--- src/rtl/lsu_pkg.sv ---
// Shared types and helpers for the load/store initiator.
//   state_e        : transaction FSM states
//   SZ_*           : access size encodings carried on req_size
//   is_misaligned  : 1 when a size/offset pair cannot be issued as one access
package lsu_pkg;

    typedef enum logic [1:0] {
        IDLE = 2'd0,
        REQ  = 2'd1,
        WAIT = 2'd2,
        RESP = 2'd3
    } state_e;

    localparam logic [1:0] SZ_BYTE = 2'b00;
    localparam logic [1:0] SZ_HALF = 2'b01;
    localparam logic [1:0] SZ_WORD = 2'b10;
    localparam logic [1:0] SZ_ILL  = 2'b11;

    // Illegal size counts as misaligned so the FSM has a single error check.
    function automatic logic is_misaligned(input logic [1:0] size, input logic [1:0] off);
        logic bad;
        bad = 1'b0;
        case (size)
            SZ_BYTE: bad = 1'b0;
            SZ_HALF: bad = off[0];
            SZ_WORD: bad = (off != 2'b00);
            default: bad = 1'b1;
        endcase
        return bad;
    endfunction

endpackage

--- src/rtl/lsu_lane_align.sv ---
// Combinational byte-lane steering between the core and a 32-bit word port.
// Ports:
//   size_i, off_i, signed_i : access size, byte offset addr[1:0], sign-extend flag
//   wdata_i / wdata_o       : right-justified store data / data shifted into its lanes
//   wstrb_o                 : byte strobes for the addressed lanes
//   rdata_i / rdata_o       : raw memory word / extracted and extended load value
//   misaligned_o            : access cannot be performed (includes illegal size)
module lsu_lane_align
    import lsu_pkg::*;
(
    input  logic [1:0]  size_i,
    input  logic [1:0]  off_i,
    input  logic        signed_i,
    input  logic [31:0] wdata_i,
    input  logic [31:0] rdata_i,
    output logic [3:0]  wstrb_o,
    output logic [31:0] wdata_o,
    output logic [31:0] rdata_o,
    output logic        misaligned_o
);

    logic [4:0]  shamt;
    logic [31:0] raw;

    assign shamt        = {off_i, 3'b000};
    assign wdata_o      = wdata_i << shamt;
    assign raw          = rdata_i >> shamt;
    assign misaligned_o = is_misaligned(size_i, off_i);

    always_comb begin
        wstrb_o = 4'b0000;
        rdata_o = 32'h0;
        case (size_i)
            SZ_BYTE: begin
                wstrb_o = 4'b0001 << off_i;
                rdata_o = {{24{signed_i & raw[7]}}, raw[7:0]};
            end
            SZ_HALF: begin
                wstrb_o = 4'b0011 << off_i;
                rdata_o = {{16{signed_i & raw[15]}}, raw[15:0]};
            end
            SZ_WORD: begin
                wstrb_o = 4'b1111;
                rdata_o = raw;
            end
            default: begin
                wstrb_o = 4'b0000;
                rdata_o = 32'h0;
            end
        endcase
    end

endmodule

--- src/rtl/lsu_mem_initiator.sv ---
// Load/store initiator: takes one byte/half/word access from the core, issues
// a word-aligned valid/ready request to data memory, waits for read data and
// returns a one-cycle response. One transaction in flight; optional timeout.
// Ports:
//   clk_i, rst_ni                 : clock, asynchronous active-low reset
//   req_*_i / req_ready_o         : core access request channel
//   resp_valid_o/rdata_o/err_o    : one-cycle completion pulse with result
//   mem_req_valid_o/mem_req_ready_i, mem_we_o, mem_addr_o, mem_wdata_o,
//   mem_wstrb_o                   : memory request channel
//   mem_rvalid_i, mem_rdata_i     : memory read return
// Parameter TIMEOUT: cycles allowed in REQ+WAIT before abort (0 = never).
module lsu_mem_initiator
    import lsu_pkg::*;
#(
    parameter int unsigned TIMEOUT = 255
) (
    input  logic        clk_i,
    input  logic        rst_ni,
    input  logic        req_valid_i,
    output logic        req_ready_o,
    input  logic        req_write_i,
    input  logic        req_signed_i,
    input  logic [1:0]  req_size_i,
    input  logic [31:0] req_addr_i,
    input  logic [31:0] req_wdata_i,
    output logic        resp_valid_o,
    output logic [31:0] resp_rdata_o,
    output logic        resp_err_o,
    output logic        mem_req_valid_o,
    input  logic        mem_req_ready_i,
    output logic        mem_we_o,
    output logic [31:0] mem_addr_o,
    output logic [31:0] mem_wdata_o,
    output logic [3:0]  mem_wstrb_o,
    input  logic        mem_rvalid_i,
    input  logic [31:0] mem_rdata_i
);

    localparam int unsigned     CW      = (TIMEOUT > 1) ? $clog2(TIMEOUT) : 1;
    localparam logic [CW-1:0]   TO_LAST = (TIMEOUT == 0) ? '0 : CW'(TIMEOUT - 1);

    state_e        state_q, state_d;
    logic          we_q, we_d;
    logic          signed_q, signed_d;
    logic [1:0]    size_q, size_d;
    logic [1:0]    off_q, off_d;
    logic [29:0]   addr_q, addr_d;
    logic [31:0]   wdata_q, wdata_d;
    logic [3:0]    wstrb_q, wstrb_d;
    logic [CW-1:0] cnt_q, cnt_d;
    logic [31:0]   rdata_q, rdata_d;
    logic          err_q, err_d;

    logic          idle;
    logic          in_req;
    logic          timeout_hit;

    logic [1:0]    lane_size;
    logic [1:0]    lane_off;
    logic          lane_signed;
    logic [3:0]    lane_wstrb;
    logic [31:0]   lane_wdata;
    logic [31:0]   lane_rdata;
    logic          lane_misaligned;

    assign idle        = (state_q == IDLE);
    assign in_req      = (state_q == REQ);
    assign timeout_hit = (TIMEOUT != 0) && (cnt_q == TO_LAST);

    // One lane aligner serves both directions: in IDLE it sees the incoming
    // request (strobes, store shift, alignment); afterwards it sees the
    // captured access so the load path can extract from mem_rdata_i.
    assign lane_size   = idle ? req_size_i         : size_q;
    assign lane_off    = idle ? req_addr_i[1:0]    : off_q;
    assign lane_signed = idle ? req_signed_i       : signed_q;

    lsu_lane_align u_lane (
        .size_i       (lane_size),
        .off_i        (lane_off),
        .signed_i     (lane_signed),
        .wdata_i      (req_wdata_i),
        .rdata_i      (mem_rdata_i),
        .wstrb_o      (lane_wstrb),
        .wdata_o      (lane_wdata),
        .rdata_o      (lane_rdata),
        .misaligned_o (lane_misaligned)
    );

    always_comb begin
        state_d  = state_q;
        we_d     = we_q;
        signed_d = signed_q;
        size_d   = size_q;
        off_d    = off_q;
        addr_d   = addr_q;
        wdata_d  = wdata_q;
        wstrb_d  = wstrb_q;
        cnt_d    = cnt_q;
        rdata_d  = rdata_q;
        err_d    = err_q;

        case (state_q)
            IDLE: begin
                if (req_valid_i) begin
                    we_d     = req_write_i;
                    signed_d = req_signed_i;
                    size_d   = req_size_i;
                    off_d    = req_addr_i[1:0];
                    addr_d   = req_addr_i[31:2];
                    wdata_d  = lane_wdata;
                    wstrb_d  = req_write_i ? lane_wstrb : 4'b0000;
                    cnt_d    = '0;
                    rdata_d  = 32'h0;
                    if (lane_misaligned) begin
                        err_d   = 1'b1;
                        state_d = RESP;
                    end else begin
                        err_d   = 1'b0;
                        state_d = REQ;
                    end
                end
            end
            REQ: begin
                // A handshake on the last allowed cycle still wins over abort.
                if (mem_req_ready_i) begin
                    cnt_d = cnt_q + CW'(1);
                    if (we_q) begin
                        err_d   = 1'b0;
                        rdata_d = 32'h0;
                        state_d = RESP;
                    end else begin
                        state_d = WAIT;
                    end
                end else if (timeout_hit) begin
                    err_d   = 1'b1;
                    rdata_d = 32'h0;
                    state_d = RESP;
                end else begin
                    cnt_d = cnt_q + CW'(1);
                end
            end
            WAIT: begin
                if (mem_rvalid_i) begin
                    err_d   = 1'b0;
                    rdata_d = lane_rdata;
                    state_d = RESP;
                end else if (timeout_hit) begin
                    err_d   = 1'b1;
                    rdata_d = 32'h0;
                    state_d = RESP;
                end else begin
                    cnt_d = cnt_q + CW'(1);
                end
            end
            RESP: begin
                state_d = IDLE;
            end
            default: begin
                state_d = IDLE;
            end
        endcase
    end

    always_ff @(posedge clk_i or negedge rst_ni) begin
        if (!rst_ni) begin
            state_q  <= IDLE;
            we_q     <= 1'b0;
            signed_q <= 1'b0;
            size_q   <= 2'b00;
            off_q    <= 2'b00;
            addr_q   <= 30'h0;
            wdata_q  <= 32'h0;
            wstrb_q  <= 4'b0000;
            cnt_q    <= '0;
            rdata_q  <= 32'h0;
            err_q    <= 1'b0;
        end else begin
            state_q  <= state_d;
            we_q     <= we_d;
            signed_q <= signed_d;
            size_q   <= size_d;
            off_q    <= off_d;
            addr_q   <= addr_d;
            wdata_q  <= wdata_d;
            wstrb_q  <= wstrb_d;
            cnt_q    <= cnt_d;
            rdata_q  <= rdata_d;
            err_q    <= err_d;
        end
    end

    // req_ready is qualified by reset so it reads 0 while reset is held.
    assign req_ready_o     = rst_ni & idle;

    // Memory-side fields are only presented while the request is outstanding.
    assign mem_req_valid_o = in_req;
    assign mem_we_o        = in_req & we_q;
    assign mem_addr_o      = in_req ? {addr_q, 2'b00} : 32'h0;
    assign mem_wdata_o     = in_req ? wdata_q : 32'h0;
    assign mem_wstrb_o     = in_req ? wstrb_q : 4'b0000;

    assign resp_valid_o    = (state_q == RESP);
    assign resp_rdata_o    = resp_valid_o ? rdata_q : 32'h0;
    assign resp_err_o      = resp_valid_o & err_q;

endmodule

--- config.mk ---
export PLATFORM = sky130hd
export DESIGN_NAME = lsu_mem_initiator
export DESIGN_NICKNAME = d
export VERILOG_FILES = /design/src/rtl/lsu_pkg.sv /design/src/rtl/lsu_lane_align.sv /design/src/rtl/lsu_mem_initiator.sv
export SDC_FILE = /design/constraint.sdc
export NUM_CORES = 1
export LEC_CHECK = 0
export CORE_UTILIZATION = 51
export CTS_CLUSTER_SIZE = 20
export DETAILED_ROUTE_END_ITERATION = 8
export HOLD_SLACK_MARGIN = 0.12
export PLACE_DENSITY = 0.94
export SYNTH_ARGS = -nofsm -noshare
export SYNTH_HDL_FRONTEND = slang
export SYNTH_SLANG_ARGS = --single-unit
--- constraint.sdc ---
create_clock -name clk_i -period 4.04 [get_ports clk_i]
set_input_delay 0.606 -clock clk_i [delete_from_list [all_inputs] [get_ports clk_i]]
set_output_delay 0.606 -clock clk_i [all_outputs]
set_load 0.02 [all_outputs]
# --- Yosys cells after proc, flatten, opt, wreduce, memory -nomap -nowiden ---
# Index checks and enable logic that the tools add are counted.
totals:
  regBits: 115
  elab_cells: 73
op_classes:
  add_sub_neg: 1
  eq_ne: 9
  shifts: 4
  muxes: 36
  bitwise_logic: 5
  n_reduce_logical: 7
ops:
  columns: ["cell", "n"]
  rows:
  - ["$mux W32", 8]
  - ["$pmux W32 S3", 2]
  - ["$mux W8", 4]
  - ["$shl A32 B5 Y32", 1]
  - ["$shr A32 B5 Y32", 1]
  - ["$pmux W8 S3", 1]
  - ["$mux W2", 7]
  - ["$pmux W4 S3", 1]
  - ["$add A8 B1 Y8 const B", 1]
  - ["$eq A8 B8 Y1 const B", 1]
  - ["$mux W1", 8]
  - ["$mux W4", 2]
  - ["$pmux W2 S4", 1]
  - ["$eq A2 B2 Y1 const B", 3]
  - ["$pmux W1 S3", 2]
  - ["$reduce_and A3 Y1", 2]
  - ["$and A1 B1 Y1", 5]
  - ["$eq A2 B1 Y1 const B", 2]
  - ["$logic_not A2 Y1", 2]
  - ["$ne A2 B2 Y1 const B", 2]
  - ["$shl A1 B2 Y4 const A", 1]
  - ["$shl A2 B2 Y4 const A", 1]
  - ["$ne A3 B3 Y1 const B", 1]
  - ["$reduce_bool A3 Y1", 1]
  - ["2 further kinds", 2]

# --- Longest topological paths before layout ---
depth:
  ltp_word: 7
  depth_mapped: 11
  depth_no_buf: 7

# --- Hierarchy ---
# From an unflattened synthesis, not the netlist that was laid out.
unflattened:
  hier_cells: 646
  area_unflattened_um2: 6842.8
modules_own_cells:
  columns: ["module", "instances", "cells_each", "area_each_um2", "seq_area_each_um2"]
  rows:
  - ["lsu_mem_initiator", 1, 447, 5437.7, 2877.8]
  - ["lsu_lane_align", 1, 199, 1405.1, 0.0]

# --- Worst setup path before layout ---
# Ideal clock, no wire load.
synth_timing:
  kind: "register -> output"
  from: "register state_q[1]"
  to: "output port mem_wdata_o[24]"
  t_arrival_ns: 1.659
  t_required_ns: 3.434
  path_slack_ns: 1.775
  path_stages_with_launch: 7
  n_path_buf: 3
  cell_sequence: "dfrtp_1 -> inv_1 -> ha_1 -> buf_2 -> clkbuf_1 -> clkbuf_1 -> and2_1"
synth_via:
  elab_chain_len: 2
synth_rtl:
  columns: ["item", "line", "rtl"]
  rows:
  - ["from (decl)", "lsu_mem_initiator.sv:42", "state_e state_q, state_d;"]
  - ["from (signal assigned)", "lsu_mem_initiator.sv:178", "state_q <= state_d;"]
  - ["$eq A2 B1 Y1", "lsu_mem_initiator.sv:67", "assign in_req = (state_q == REQ);"]
  - ["net mem_req_valid_o", "lsu_mem_initiator.sv:29", "output logic mem_req_valid_o,"]
  - ["$mux W32", "lsu_mem_initiator.sv:199", "assign mem_wdata_o = in_req ? wdata_q : 32'h0;"]
  - ["to (decl)", "lsu_mem_initiator.sv:33", "output logic [31:0] mem_wdata_o,"]
# The timed path passes the listed nets, and every way through them passes these cells.

# --- Worst setup path in the final report ---
layout_timing:
  from: "register state_q[1]"
  to: "output port mem_wstrb_o[2]"
layout_via:
  elab_chain_len: 2
layout_rtl:
  columns: ["item", "line", "rtl"]
  rows:
  - ["$eq A2 B1 Y1", "lsu_mem_initiator.sv:67", null]
  - ["$mux W4", "lsu_mem_initiator.sv:200", "assign mem_wstrb_o = in_req ? wstrb_q : 4'b0000;"]
  - ["to (decl)", "lsu_mem_initiator.sv:34", "output logic [3:0] mem_wstrb_o,"]
# Every way passes these cells.

==> metrics.md <==
| Metric | Value |
|---|---|
| Final clock skew | `0.00971 ns` |
| Largest net degree at the start of global routing | `89` |
| Grt ovf | `0` |
| Mapped Cells | `656` |
| YS warnings | `0` |
| Final WS setup | `0.575 ns` |
| Layout cell share with drive strength beyond 1 | `11.6%` |
| Worst-path maximum fanout | `40` |
| Routed vias | `6031` |
| Main flop type after synthesis | `dfrtp_1` |
| IO Pins | `210` |
| Top post-synthesis cells by area | `dfrtp_1 44%, and2_1 9.6%, mux2_2 7.6%` |
| Cts hold-fix bufs | `0` |
| Fin. max-slew vios | `0` |
| Core Box Area | `12200 µm²` |
| CP startpoint kind | `flop` |
| Clock Tree Buf Depth | `2` |
| DP HPWL | `13400 µm` |
| Gpl congestion | `0.887` |
| Initial antenna violation count | `0` |
| Buffers on Ports | `207` |
| Synth area leader | `dfrtp_1` |
| First-pass GRT wire length | `31500 µm` |
| Crit path kind | `reg -> out` |
| Register area share after synthesis | `44.3%` |
| Antenna cells | `0` |
| Max cap viols | `0` |
| Cell variety after synth | `61` |
| Worst hold path class | `in -> async` |
| Vias/cell | `5.87` |
| Post-synth ARST share | `100%` |
| Leak pwr | `4.01 nW` |
| PD cells | `739 nW/µm²` |
| Syn_area_per_cell | `9.90 µm²` |
| Sink Count | `115` |
| CTS Buf Count | `17` |
| Post-Syn Area | `6490 µm²` |
| CTS root buffer | `clkbuf_16` |
| Starting Density | `53.2%` |
| FF+latch count, synth | `115` |
| Die Height | `115 µm` |
| Worst-Margin Slew | `1.07 ns` |
| CTS H-tree lvls | `4` |
| Die Area | `13200 µm²` |
| Setup violators final | `0` |
| Drt drc | `0` |
| Layout area overhead | `43.4%` |
| Post-CTS sizing | `0` |
| Worst Setup End Kind | `primary output` |
| Tmin final | `3.47 ns` |
| Worst Path Required | `3.43 ns` |
| Dpl ws | `0.901 ns` |
| Vias in the first global route | `6150` |
| Post-route ant nets | `0` |
| Fillers | `839` |
| Die X | `115 µm` |
| Gr usage total | `31.1%` |
| RSZ-0062 raised after global routing | `false` |
| Fin crit share | `85.8%` |
| Per-cell routed wire length | `19.4 µm` |
| Max Fclk | `0.289 GHz` |
| Skew-Pair Late Insertion Delay | `0.42 ns` |
| Total Routed Length | `20000 µm` |
| Net count reported at finish | `957` |
| First-pass iteration count of the detailed router | `5` |
| CTS tree | `done` |
| Run status | `finished clean` |
| Setup TNS | `0 ns` |
| Yosys top cell area share | `44.3%` |
| Num rows | `40` |
| VDD IR max | `0.000483 V` |
| Final Hold Viols | `0` |
| Worst reg2reg path startpoint | `state_q[1]` |
| Post-CTS Setup Inserts | `0` |
| Slew HR | `28.7%` |
| Post-synth EDFFs | `0` |
| Iteration-0 DRC Markers | `499` |
| Setup crit start | `state_q[1]` |
| CTS clk-pin slew, worst paths | `0.05 ns` |
| WP data arrival | `2.86 ns` |
where the power goes:
group / switching [mW] / total [mW] / internal [mW] / leakage, nW
sequential: 0.272 / 1.85 / 1.58 / 1.48
clock: 0.535 / 1.69 / 1.16 / 0.327
combinational: 1.90 / 3.34 / 1.44 / 2.20
total: 2.71 / 6.88 / 4.18 / 4.01
per-stage QoR:
stage | hold WS, ns | area (µm²) | std cells | utilization (%) | power, mW
2_1_floorplan | 0.310 | 6490 | 657 | - | 4.02
3_3_place_gp | 0.455 | 8650 | 995 | 70.8 | 4.92
3_5_place_dp | 0.463 | 8650 | 995 | 70.8 | 5.09
4_1_cts | 0.177 | 9310 | 1027 | 76.3 | 6.85
5_1_grt | 0.206 | 9310 | 1027 | 76.3 | 7.24
6_report | 0.164 | 9310 | 1027 | 76.3 | 6.88
metal layers:
layer | share of wire, % | vias up | GRT usage, %
li1 | - | 2702 | -
met1 | 39 | 2938 | 37.8
met2 | 50 | 329 | 53.3
met3 | 8.1 | 62 | 7.54
met4 | 3.1 | 0 | 12.7
met5 | 0 | - | 0
logic make-up (layout without fill, tap and decap cells):
logic type / Yosys count / in the layout / synth area share (%)
flip-flops: 115 / 115 / 44.3
other: 1 / 2 / 0.0578
adder cells (fa/ha/maj): 6 / 6 / 1.16
XOR/XNOR: 2 / 2 / 0.270
multiplexers: 80 / 80 / 13.5
AND/OR/NAND/NOR: 235 / 235 / 19.5
buffers and inverters: 53 / 255 / 3.64
AO/OA/AOI/OAI: 164 / 164 / 17.5
state kept, by name (all words and copies together) (netlist names):
signal,cells
signed_q,1
err_q,1
cnt_q,8
we_q,1
size_q,2
wdata_q,32
wstrb_q,4
rdata_q,32
addr_q,30
state_q,2
off_q,2
Yosys cell counts (2+ instances only):
library cell / number
a211oi_1: 10
a21o_1: 2
a21oi_1: 22
a221o_1: 8
a22o_1: 20
a22oi_1: 9
a31oi_1: 3
a41oi_1: 3
and2_1: 100
and3_1: 2
buf_1: 3
buf_2: 12
buf_4: 2
buf_6: 2
clkbuf_1: 27
dfrtp_1: 115
ha_1: 6
inv_1: 7
mux2_2: 44
mux2i_1: 33
nand2_1: 60
nand2b_1: 5
nand3_1: 5
nand4_1: 2
nor2_1: 30
nor2b_1: 15
nor3_1: 4
nor3b_1: 2
nor4bb_1: 2
o211ai_1: 8
o21ai_0: 52
o21bai_1: 2
o2bb2ai_1: 8
o32ai_1: 2
or3_1: 2
xor2_1: 2
placed cells by master, fill, tap and decap left out, types with 9 or more instances in the layout:
| cell type | synthesis | routed |
|---|---|---|
| dfrtp_1 | 115 | 115 |
| mux2_2 | 44 | 44 |
| a21oi_1 | 22 | 22 |
| nor2_1 | 30 | 30 |
| nor2b_1 | 15 | 15 |
| o21ai_0 | 52 | 52 |
| clkbuf_16 | 0 | 17 |
| a22oi_1 | 9 | 9 |
| mux2i_1 | 33 | 33 |
| a22o_1 | 20 | 20 |
| and2_1 | 100 | 100 |
| buf_4 | 2 | 10 |
| a211oi_1 | 10 | 10 |
| nand2_1 | 60 | 59 |
| clkdlybuf4s50_1 | 0 | 206 |
layout make-up:
type                    count  area (µm²)  area share (%)
flip-flops and latches    115        2880            30.9
well taps                 168         210            2.26
multi-input cells         489        3400            36.5
inverters                   7        26.3           0.282
clock buffers              23         488            5.24
clock inverters             9         174            1.87
repair buffers            216        2140            23.0
worst paths after layout:
path,cells past startpoint,endpoint,slack [ns]
worst max-delay path,5,mem_wstrb_o[2],0.57
worst min-delay path,1,cnt_q[7],0.16
worst max register to register,7,rdata_q[26],0.75
worst min register to register,2,wdata_q[13],0.48
max in group asynchronous,2,rdata_q[23],2.49
min in group clk_i,2,wdata_q[13],0.48
critical path, stage by stage, from the launching register on:
cell and delay [ns]:
dfrtp_1 0.44, inv_1 0.13, ha_2 0.61, buf_4 0.40, and2_1 0.18, clkdlybuf4s50_1 0.66
(Power assumes the default switching activity.)
